--- config.mk ---
export PLATFORM = sky130hd
export DESIGN_NAME = systolic_pe_gen
export DESIGN_NICKNAME = d
export VERILOG_FILES = /design/src/rtl/systolic_pe_gen.sv
export SDC_FILE = /design/constraint.sdc
export NUM_CORES = 1
export LEC_CHECK = 0
export ABC_AREA = 0
export BUFFER_PORTS_ARGS = -buffer_cell sky130_fd_sc_hd__buf_2
export CAP_MARGIN = 5
export CELL_PAD_IN_SITES_DETAIL_PLACEMENT = 1
export CELL_PAD_IN_SITES_GLOBAL_PLACEMENT = 1
export CORE_MARGIN = 10
export CORE_UTILIZATION = 53
export DETAILED_ROUTE_END_ITERATION = 7
export HOLD_SLACK_MARGIN = 0.1
export PLACE_DENSITY = 0.9
export SLEW_MARGIN = 20
export SYNTH_ARGS = -nofsm -noshare
export SYNTH_HDL_FRONTEND = slang
export SYNTH_SLANG_ARGS = --single-unit
--- constraint.sdc ---
create_clock -name clk30x -period 7.9 [get_ports clk30x]
set_input_delay 1.185 -clock clk30x [delete_from_list [all_inputs] [get_ports clk30x]]
set_output_delay 1.185 -clock clk30x [all_outputs]
set_load 0.005 [all_outputs]
--- src/rtl/systolic_pe_gen.sv ---
// -----------------------------------------------------------------------------
// systolic_pe_gen
//
// One processing element of a tapped accumulator. Each accepted sample is
// multiplied by the coefficient chosen by its position in the frame, the
// product is scaled down by FRAC fractional bits and saturated, and the result
// is folded into a running sum. When the last tap of a frame is accumulated,
// out_valid pulses for one cycle alongside the finished sum.
//
// The multiply is a sequential shift-add over WORDLENGTH cycles (MULT), then a
// single ACC cycle commits the result. Accepting a sample therefore makes the
// block busy for WORDLENGTH+1 cycles.
//
// Ports
//   clk30x       in   1     sole clock, rising edge
//   reset        in   1     synchronous, active-high
//   inputword    in   W     signed sample
//   in_valid     in   1     sample offered
//   in_ready     out  1     block is idle and can take a sample
//   start_index  in   IDXW  word index at which the frame begins (tap 0)
//   coeff_we     in   1     coefficient write strobe
//   coeff_addr   in   IDXW  coefficient write address
//   coeff_data   in   W     signed coefficient
//   outputword   out  W     running accumulated value (held between updates)
//   out_valid    out  1     one-cycle pulse marking a completed frame
//   busy         out  1     multiply or accumulate in progress
//   dbg_state_o  out  2     current FSM state (IDLE=0, MULT=1, ACC=2)
//
// Handshake: a sample transfers on a rising edge where in_valid && in_ready.
// in_ready is high only in IDLE and does not depend on in_valid. While busy,
// in_valid is ignored; the offered sample is not consumed and nothing about
// it is remembered, so the source must keep offering it until a transfer.
// -----------------------------------------------------------------------------
module systolic_pe_gen #(
   parameter int WORDLENGTH = 16,
   parameter int IDXW       = 3,
   parameter int FRAC       = 14
) (
   input  logic                  clk30x,
   input  logic                  reset,
   input  logic [WORDLENGTH-1:0] inputword,
   input  logic                  in_valid,
   output logic                  in_ready,
   input  logic [IDXW-1:0]       start_index,
   input  logic                  coeff_we,
   input  logic [IDXW-1:0]       coeff_addr,
   input  logic [WORDLENGTH-1:0] coeff_data,
   output logic [WORDLENGTH-1:0] outputword,
   output logic                  out_valid,
   output logic                  busy,
   output logic [1:0]            dbg_state_o
);

   localparam int NTAPS = 1 << IDXW;
   localparam int PW    = 2 * WORDLENGTH;
   localparam int CW    = (WORDLENGTH > 1) ? $clog2(WORDLENGTH) : 1;

   localparam logic [1:0] ST_IDLE = 2'd0;
   localparam logic [1:0] ST_MULT = 2'd1;
   localparam logic [1:0] ST_ACC  = 2'd2;

   localparam logic [CW-1:0] CNT_LAST = CW'(WORDLENGTH - 1);

   // Saturation limits expressed at product width so the scaled product can
   // be compared directly.
   localparam logic signed [PW-1:0] PMAX = {{(WORDLENGTH+1){1'b0}}, {(WORDLENGTH-1){1'b1}}};
   localparam logic signed [PW-1:0] PMIN = {{(WORDLENGTH+1){1'b1}}, {(WORDLENGTH-1){1'b0}}};

   localparam logic [WORDLENGTH-1:0] WMAX = {1'b0, {(WORDLENGTH-1){1'b1}}};
   localparam logic [WORDLENGTH-1:0] WMIN = {1'b1, {(WORDLENGTH-1){1'b0}}};

   // --------------------------------------------------------------------------
   // State and datapath registers
   // --------------------------------------------------------------------------
   logic [1:0]            state_q,  state_d;
   logic [IDXW-1:0]       wi_q,     wi_d;      // word index within the frame
   logic [IDXW-1:0]       sidx_q,   sidx_d;    // start_index latched at accept
   logic [PW-1:0]         mcand_q,  mcand_d;   // sample, shifted left per step
   logic [WORDLENGTH-1:0] mplier_q, mplier_d;  // coefficient, shifted right
   logic [PW-1:0]         prod_q,   prod_d;    // partial product
   logic [CW-1:0]         cnt_q,    cnt_d;     // multiply step counter
   logic [WORDLENGTH-1:0] acc_q,    acc_d;     // running sum, drives outputword
   logic                  ov_q,     ov_d;

   logic [WORDLENGTH-1:0] coeff_q [NTAPS];

   // --------------------------------------------------------------------------
   // Combinational helpers
   // --------------------------------------------------------------------------
   logic [IDXW-1:0]         accept_pos;  // tap position of the sample on offer
   logic [IDXW-1:0]         pos;         // tap position of the in-flight sample
   logic signed [PW-1:0]    prod_scaled;
   logic [WORDLENGTH-1:0]   prod_sat;
   logic signed [WORDLENGTH:0] sum_ext;
   logic [WORDLENGTH-1:0]   sum_sat;
   logic [WORDLENGTH-1:0]   acc_next;

   // Position is taken modulo NTAPS by the natural wrap of IDXW-bit arithmetic.
   assign accept_pos = wi_q - start_index;
   // wi_q does not move between acceptance and ACC, so the in-flight
   // position can be rebuilt from the latched start index.
   assign pos        = wi_q - sidx_q;

   // Arithmetic right shift floors towards minus infinity.
   assign prod_scaled = $signed(prod_q) >>> FRAC;

   always_comb begin
      prod_sat = prod_scaled[WORDLENGTH-1:0];
      if (prod_scaled > PMAX) begin
         prod_sat = WMAX;
      end else if (prod_scaled < PMIN) begin
         prod_sat = WMIN;
      end
   end

   // One guard bit is enough to detect overflow of a W-bit signed add.
   assign sum_ext = $signed({acc_q[WORDLENGTH-1], acc_q}) +
                    $signed({prod_sat[WORDLENGTH-1], prod_sat});

   always_comb begin
      sum_sat = sum_ext[WORDLENGTH-1:0];
      if (sum_ext[WORDLENGTH] != sum_ext[WORDLENGTH-1]) begin
         sum_sat = sum_ext[WORDLENGTH] ? WMIN : WMAX;
      end
   end

   // Tap 0 opens a new frame, so the previous sum is discarded there.
   assign acc_next = (pos == '0) ? prod_sat : sum_sat;

   // --------------------------------------------------------------------------
   // Next-state logic
   // --------------------------------------------------------------------------
   always_comb begin
      state_d  = state_q;
      wi_d     = wi_q;
      sidx_d   = sidx_q;
      mcand_d  = mcand_q;
      mplier_d = mplier_q;
      prod_d   = prod_q;
      cnt_d    = cnt_q;
      acc_d    = acc_q;
      ov_d     = 1'b0;

      case (state_q)
         ST_IDLE: begin
            if (in_valid) begin
               state_d  = ST_MULT;
               sidx_d   = start_index;
               mcand_d  = {{WORDLENGTH{inputword[WORDLENGTH-1]}}, inputword};
               // Coefficient is captured here so later writes cannot disturb
               // the product already under way.
               mplier_d = coeff_q[accept_pos];
               prod_d   = '0;
               cnt_d    = '0;
            end
         end

         ST_MULT: begin
            // Two's complement multiplier: the top bit carries weight
            // -2^(W-1), so its partial product is subtracted.
            if (mplier_q[0]) begin
               if (cnt_q == CNT_LAST) begin
                  prod_d = prod_q - mcand_q;
               end else begin
                  prod_d = prod_q + mcand_q;
               end
            end
            mcand_d  = mcand_q << 1;
            mplier_d = mplier_q >> 1;
            cnt_d    = cnt_q + CW'(1);
            if (cnt_q == CNT_LAST) begin
               state_d = ST_ACC;
            end
         end

         ST_ACC: begin
            acc_d   = acc_next;
            ov_d    = (pos == {IDXW{1'b1}});
            wi_d    = wi_q + IDXW'(1);
            state_d = ST_IDLE;
         end

         default: begin
            state_d = ST_IDLE;
         end
      endcase
   end

   // --------------------------------------------------------------------------
   // Registers
   // --------------------------------------------------------------------------
   always_ff @(posedge clk30x) begin
      if (reset) begin
         state_q  <= ST_IDLE;
         wi_q     <= '0;
         acc_q    <= '0;
         ov_q     <= 1'b0;
         sidx_q   <= '0;
         mcand_q  <= '0;
         mplier_q <= '0;
         prod_q   <= '0;
         cnt_q    <= '0;
      end else begin
         state_q  <= state_d;
         wi_q     <= wi_d;
         acc_q    <= acc_d;
         ov_q     <= ov_d;
         sidx_q   <= sidx_d;
         mcand_q  <= mcand_d;
         mplier_q <= mplier_d;
         prod_q   <= prod_d;
         cnt_q    <= cnt_d;
      end
   end

   // Coefficients survive reset; reset only blocks a write in the same cycle.
   always_ff @(posedge clk30x) begin
      if (!reset && coeff_we) begin
         coeff_q[coeff_addr] <= coeff_data;
      end
   end

   // --------------------------------------------------------------------------
   // Outputs
   // --------------------------------------------------------------------------
   assign in_ready    = (state_q == ST_IDLE);
   assign busy        = !in_ready;
   assign outputword  = acc_q;
   assign out_valid   = ov_q;
   assign dbg_state_o = state_q;

endmodule

Word-level counts from Yosys, hierarchy flattened
Memory sizes are Yosys's and may differ from the RTL's.
Index checks and enable logic that the tools add are counted.
- latch bits: 0
- memories: 1
- bits in writable memories: 128
- output and inout port bits: 21
- ROM bits: 0
- logic and storage cells: 59
- flip-flop bits (word level): 109
- shifts and indexed selects: 0
- divide/modulo/power cells: 0
- mux-type cells: 20
- reduce and logical (&&, ||, !) cells: 11
- $add $sub $neg: 7
- equality and inequality tests: 8
- bitwise logic cells: 1
- $lt $le $gt $ge: 2
- multipliers: 0
- memory list (name ; depth ; bits a word ; rd ports ; clocked after memory_dff ; write ports ; RTL line ; RTL):
    coeff_q ; 8 ; 16 ; 1 ; 0 ; 1 ; 85 ; logic [WORDLENGTH-1:0] coeff_q [NTAPS];
- operator list (operator ; number):
    32-bit 2-to-1 mux ; 4
    32-bit case mux with 2 select lines ; 2
    16-bit 2-to-1 mux ; 6
    32-bit adder ; 1
    16-bit case mux with 2 select lines ; 1
    32-bit subtractor ; 1
    18-bit by 16-bit > comparator with 1-bit output (second input constant) ; 1
    18-bit by 16-bit < comparator with 1-bit output (second input constant) ; 1
    16-bit by 16-bit adder with 17-bit output ; 1
    4-bit case mux with 2 select lines ; 1
    2-bit inequality test (second input constant) ; 3
    2-bit AND reduction ; 3
    3-bit subtractor ; 2
    4-bit by 1-bit adder with 4-bit output (second input constant) ; 1
    4-bit equality test (second input constant) ; 1
    2-bit 2-to-1 mux ; 2
    4-bit 2-to-1 mux ; 1
    2-bit case mux with 2 select lines ; 1
    3-bit by 1-bit adder with 3-bit output (second input constant) ; 1
    3-bit equality test (second input constant) ; 1
    3-bit zero test ; 1
    3-bit AND reduction ; 1
    2-bit by 1-bit equality test with 1-bit output (second input constant) ; 1
    2-bit equality test (second input constant) ; 1
    8 further kinds ; 10

Logic depth before layout (Yosys ltp)
- word-level depth: 7
- mapped depth: 16
- gate-level depth less buffers: 16

Worst setup path before layout
OpenSTA, ideal clock, no wires.
- path type: input port to flip-flop
- start: input port start_index[0]
- end: register mplier_q[12]
- setup slack: 4206 ps
- stages on the path: 10
- arrival time: 3567 ps
- library setup time: 128 ps
- cells stage by stage: ha_1 > inv_1 > fa_1 > clkbuf_1 > clkbuf_1 > mux4_2 > mux2i_1 > nor2_1 > a221oi_1 > nor2_1
- word-level cells in the longest chain between the ends: 4
- ends and longest elaborated chain (element ; RTL line ; RTL):
    from (decl) ; 44 ; input logic [IDXW-1:0] start_index,
    3-bit subtractor ; 99 ; assign accept_pos = wi_q - start_index;
    memory 8 x 16 bit ; - ;
    16-bit 2-to-1 mux ; 146 ; if (in_valid) begin
    16-bit case mux with 2 select lines ; 144 ; case (state_q)
    to (signal assigned) ; 210 ; mplier_q <= mplier_d;
    to (decl) ; 79 ; logic [WORDLENGTH-1:0] mplier_q, mplier_d;
Every way passes these cells. The select of a mux whose other input is x is not followed.
A chain may end at the register's enable or synchronous reset.

Final worst setup path
- start: register cnt_q[0]
- end: register prod_q[30]
- word-level cells in the longest chain between the ends: 4
- ends and longest elaborated chain (element ; RTL line ; RTL):
    from (decl) ; 81 ; logic [CW-1:0] cnt_q, cnt_d;
    from (signal assigned) ; 212 ; cnt_q <= cnt_d;
    4-bit equality test ; 162 ; if (cnt_q == CNT_LAST) begin
    32-bit 2-to-1 mux ; 162 ;
    32-bit 2-to-1 mux ; 161 ; if (mplier_q[0]) begin
    32-bit case mux with 2 select lines ; 144 ;
    to (signal assigned) ; 211 ; prod_q <= prod_d;
    to (decl) ; 80 ; logic [PW-1:0] prod_q, prod_d;
Every way passes these cells. The select of a mux whose other input is x is not followed.

==> flow_metrics.tcl <==
set metrics [dict create \
    run_status "finished, final reports clean" \
    synth_cell_type_count 59 \
    fp.dieH_um 170 \
    initial_utilization 0.543 \
    global_route.usage.total 0.218 \
    layout.nets 1260 \
    pre_cts_slack_ns 3.55 \
    cts_buffers 25 \
    area_growth_syn_to_layout_pct 11.9 \
    fmax_mhz 224 \
    routed_wl_mm 31.4 \
    slew_viol_final 0 \
    power_frac_clock 0.395 \
    synth-seq-cells 237 \
    post-synth-top-area-fraction 0.322 \
    area_of_the_die_mm2 0.0290 \
    initial_antenna_violation_count 1 \
    numClockSinks 237 \
    cap_viol_max_count 0 \
    post_synth_most_frequent_cells "sky130_fd_sc_hd__nor2_1, sky130_fd_sc_hd__edfxtp_1, sky130_fd_sc_hd__dfxtp_1" \
    leakagePower_nw 5.24 \
    detail_route.iter0.violations 575 \
    postSynth.asyncResetShare 0 \
    synth_area_leaders "sky130_fd_sc_hd__edfxtp_1, sky130_fd_sc_hd__dfxtp_1, sky130_fd_sc_hd__mux4_2, sky130_fd_sc_hd__nor2_1, sky130_fd_sc_hd__ha_1" \
    routed_wire_length_per_instance_um 21.5 \
    finalWorstSetupSlack_ns 3.43 \
    port_buffers 62 \
    grt_start_max_net_pins 66 \
    postSynthCellCount 1119 \
    synth.largest_area_cell "sky130_fd_sc_hd__edfxtp_1" \
    share_comb_of_total_power 0.138 \
    dominantRegCellSynth "sky130_fd_sc_hd__edfxtp_1" \
    placementRows 54 \
    layoutNonFillerInstCount 1461 \
    synth-seq-area-share 0.504 \
    tritoncts_clock_tree "built" \
    timing_worst_slew_pin_value_ns 1.09 \
    power_density_mw_per_mm2 220 \
    number_of_nets_with_antenna_violations_after_routing 0 \
    synth_area_mm2 0.0120 \
    timing_hold_violations_final 0 \
    seqPwrFrac 0.467 \
    final.setup_skew_ns 0.0185 \
    critical_path.startpoint_type "flip-flop" \
    timing.setup.tns_ns 0 \
    dp.final_hpwl_mm 21.0 \
    most_frequent_cell_after_synthesis "sky130_fd_sc_hd__nor2_1" \
    vias_in_the_first_global_route 9589 \
    viasPerCell 6.14 \
    p_switching_uw 778 \
    antenna_cells_inserted 0 \
    number_of_flops_mapped_to_enable_cells_by_yosys 128 \
    setup-violations-final 0 \
    vdd.ir_drop.worst_mv 0.231 \
    worstHoldPathType "reg -> reg" \
    post-cts-setup-buffers 0 \
    critical_path_peak_fanout 19 \
    core-area_mm2 0.0220 \
    swShare 0.264 \
    crit_required_ns 8.31 \
    critical_path_class "reg -> reg" \
    design.portCount 63 \
    dp_cells 1415 \
    worst_slew_margin 0.275 \
    fraction_of_the_cycle_the_final_worst_path_needs 0.566 \
    cts_max_path_buffers 3 \
    insertion_delay_ns 0.55 \
    p_int_mw 2.17 \
    synth.yosys.warnings 0 \
    post_cts_resize_count 0 \
    cts_max_level 1 \
    place_congestion 0.897 \
    timing.critical_path.arrival_ns 4.88 \
    grt_setup_unrepaired "false" \
    synth_area_per_inst_um2 10.7 \
    cts_root_buffer "sky130_fd_sc_hd__clkbuf_16" \
    synthesis.nets 1217 \
    fin_total_pwr_mw 2.95 \
    drcViolationCount 0 \
    final_period_minus_worst_setup_slack_ns 4.47 \
    worst_path_clk_slew_ns 0.07 \
    dr_total_vias 8972 \
    grt_remaining_overflow 0 \
    die_width_um 170 \
    drive_gt1_frac 0.146 \
    end_kind "flip-flop" \
    ctsHoldBuffers 0 \
    drt-pass1-iter-count 5 \
    grt_first_pass_wirelength_mm 51.1 \
]
layout by cell type, fill, tap and decap left out, types with 13 or more instances in the layout:
master and instances:
sky130_fd_sc_hd__a21o_1 25, sky130_fd_sc_hd__a21oi_1 72, sky130_fd_sc_hd__a221oi_1 33, sky130_fd_sc_hd__buf_2 62, sky130_fd_sc_hd__clkbuf_16 25, sky130_fd_sc_hd__dfxtp_1 109
sky130_fd_sc_hd__edfxtp_1 128, sky130_fd_sc_hd__ha_1 51, sky130_fd_sc_hd__inv_1 19, sky130_fd_sc_hd__mux2i_1 16, sky130_fd_sc_hd__mux4_2 32, sky130_fd_sc_hd__nand2_1 76
sky130_fd_sc_hd__nand2b_1 14, sky130_fd_sc_hd__nand3_1 13, sky130_fd_sc_hd__nor2_1 177, sky130_fd_sc_hd__nor3_1 18, sky130_fd_sc_hd__o21ai_0 64, sky130_fd_sc_hd__xnor2_1 47
sky130_fd_sc_hd__xor2_1 29
critical path, stage by stage, from the launching register on:
cell and delay [ns]:
sky130_fd_sc_hd__dfxtp_1 0.39, sky130_fd_sc_hd__ha_1 0.25, sky130_fd_sc_hd__nand3_1 0.68, sky130_fd_sc_hd__o21ai_0 0.36, sky130_fd_sc_hd__xor2_1 0.18, sky130_fd_sc_hd__ha_1 0.30
sky130_fd_sc_hd__a21oi_1 0.19, sky130_fd_sc_hd__o21ai_0 0.17, sky130_fd_sc_hd__a22o_1 0.24, sky130_fd_sc_hd__o311ai_1 0.40, sky130_fd_sc_hd__a21oi_1 0.18, sky130_fd_sc_hd__o31ai_1 0.54
sky130_fd_sc_hd__o21ai_1 0.20, sky130_fd_sc_hd__xnor2_1 0.16, sky130_fd_sc_hd__o21ai_0 0.09
registers in the layout (all words and copies together), names as in the netlist, 3 cells and up:
name        count
outputword     16
coeff_q       128
sidx_q          3
cnt_q           4
mcand_q        32
mplier_q       16
wi_q            3
prod_q         32
logic make-up (layout without fill, tap and decap cells):
| kind of cell | count (synthesis) | in the layout | synth area share |
|---|---|---|---|
| xor+xnor | 77 | 77 | 0.0564 |
| fa+ha+maj | 56 | 56 | 0.0611 |
| simple gates | 361 | 361 | 0.137 |
| buf+inv | 74 | 136 | 0.0234 |
| mux | 48 | 48 | 0.0737 |
| flops | 237 | 237 | 0.504 |
| compound gates | 266 | 266 | 0.144 |
stage by stage:
stage / hold WS [ns] / cell area (um2) / utilization
finish: 0.472 / 13400 / 0.607
global route: 0.495 / 13400 / 0.607
CTS: 0.477 / 13400 / 0.606
detailed placement: 0.462 / 12500 / 0.569
global placement: 0.448 / 12500 / 0.569
floorplan: 0.432 / 12000 / -
power groups by stage:
stage          combinational, mW  clock (mW)  sequential [mW]
4_1_cts                    0.409        1.18             1.38
3_5_place_dp               0.404           0             1.40
6_report                   0.408        1.16             1.38
5_1_grt                    0.453        1.23             1.38
3_3_place_gp               0.383           0             1.40
2_1_floorplan              0.303           0             1.39
final timing paths:
check / start / slack, ns / cells past startpoint / end
max reg2reg: cnt_q[0]$_SDFFE_PP0P_ / 3.43 / 14 / prod_q[30]$_SDFFE_PP0P_
max: cnt_q[0]$_SDFFE_PP0P_ / 3.43 / 14 / prod_q[30]$_SDFFE_PP0P_
min: sidx_q[0]$_SDFFE_PP0P_ / 0.47 / 2 / sidx_q[0]$_SDFFE_PP0P_
min reg2reg: sidx_q[0]$_SDFFE_PP0P_ / 0.47 / 2 / sidx_q[0]$_SDFFE_PP0P_
metal layers:
metal | global-route usage | vias to the layer above | routed length [um]
met4 | 0.0725 | 2 | 943
li1 | - | 4240 | -
met3 | 0.0305 | 63 | 1280
met2 | 0.397 | 192 | 16400
met1 | 0.259 | 4475 | 12800
met5 | 0 | - | 7
final cells by class:
cell class / count / area (um2)
Timing Repair Buffer: 71 / 378
Tap cell: 280 / 350
Inverter: 19 / 71.3
Clock inverter: 12 / 106
Sequential cell: 237 / 6030
Clock buffer: 34 / 709
Fill cell: 2343 / 8660
Multi-Input combinational cell: 808 / 5730
Power figures use the tool's default switching activity.
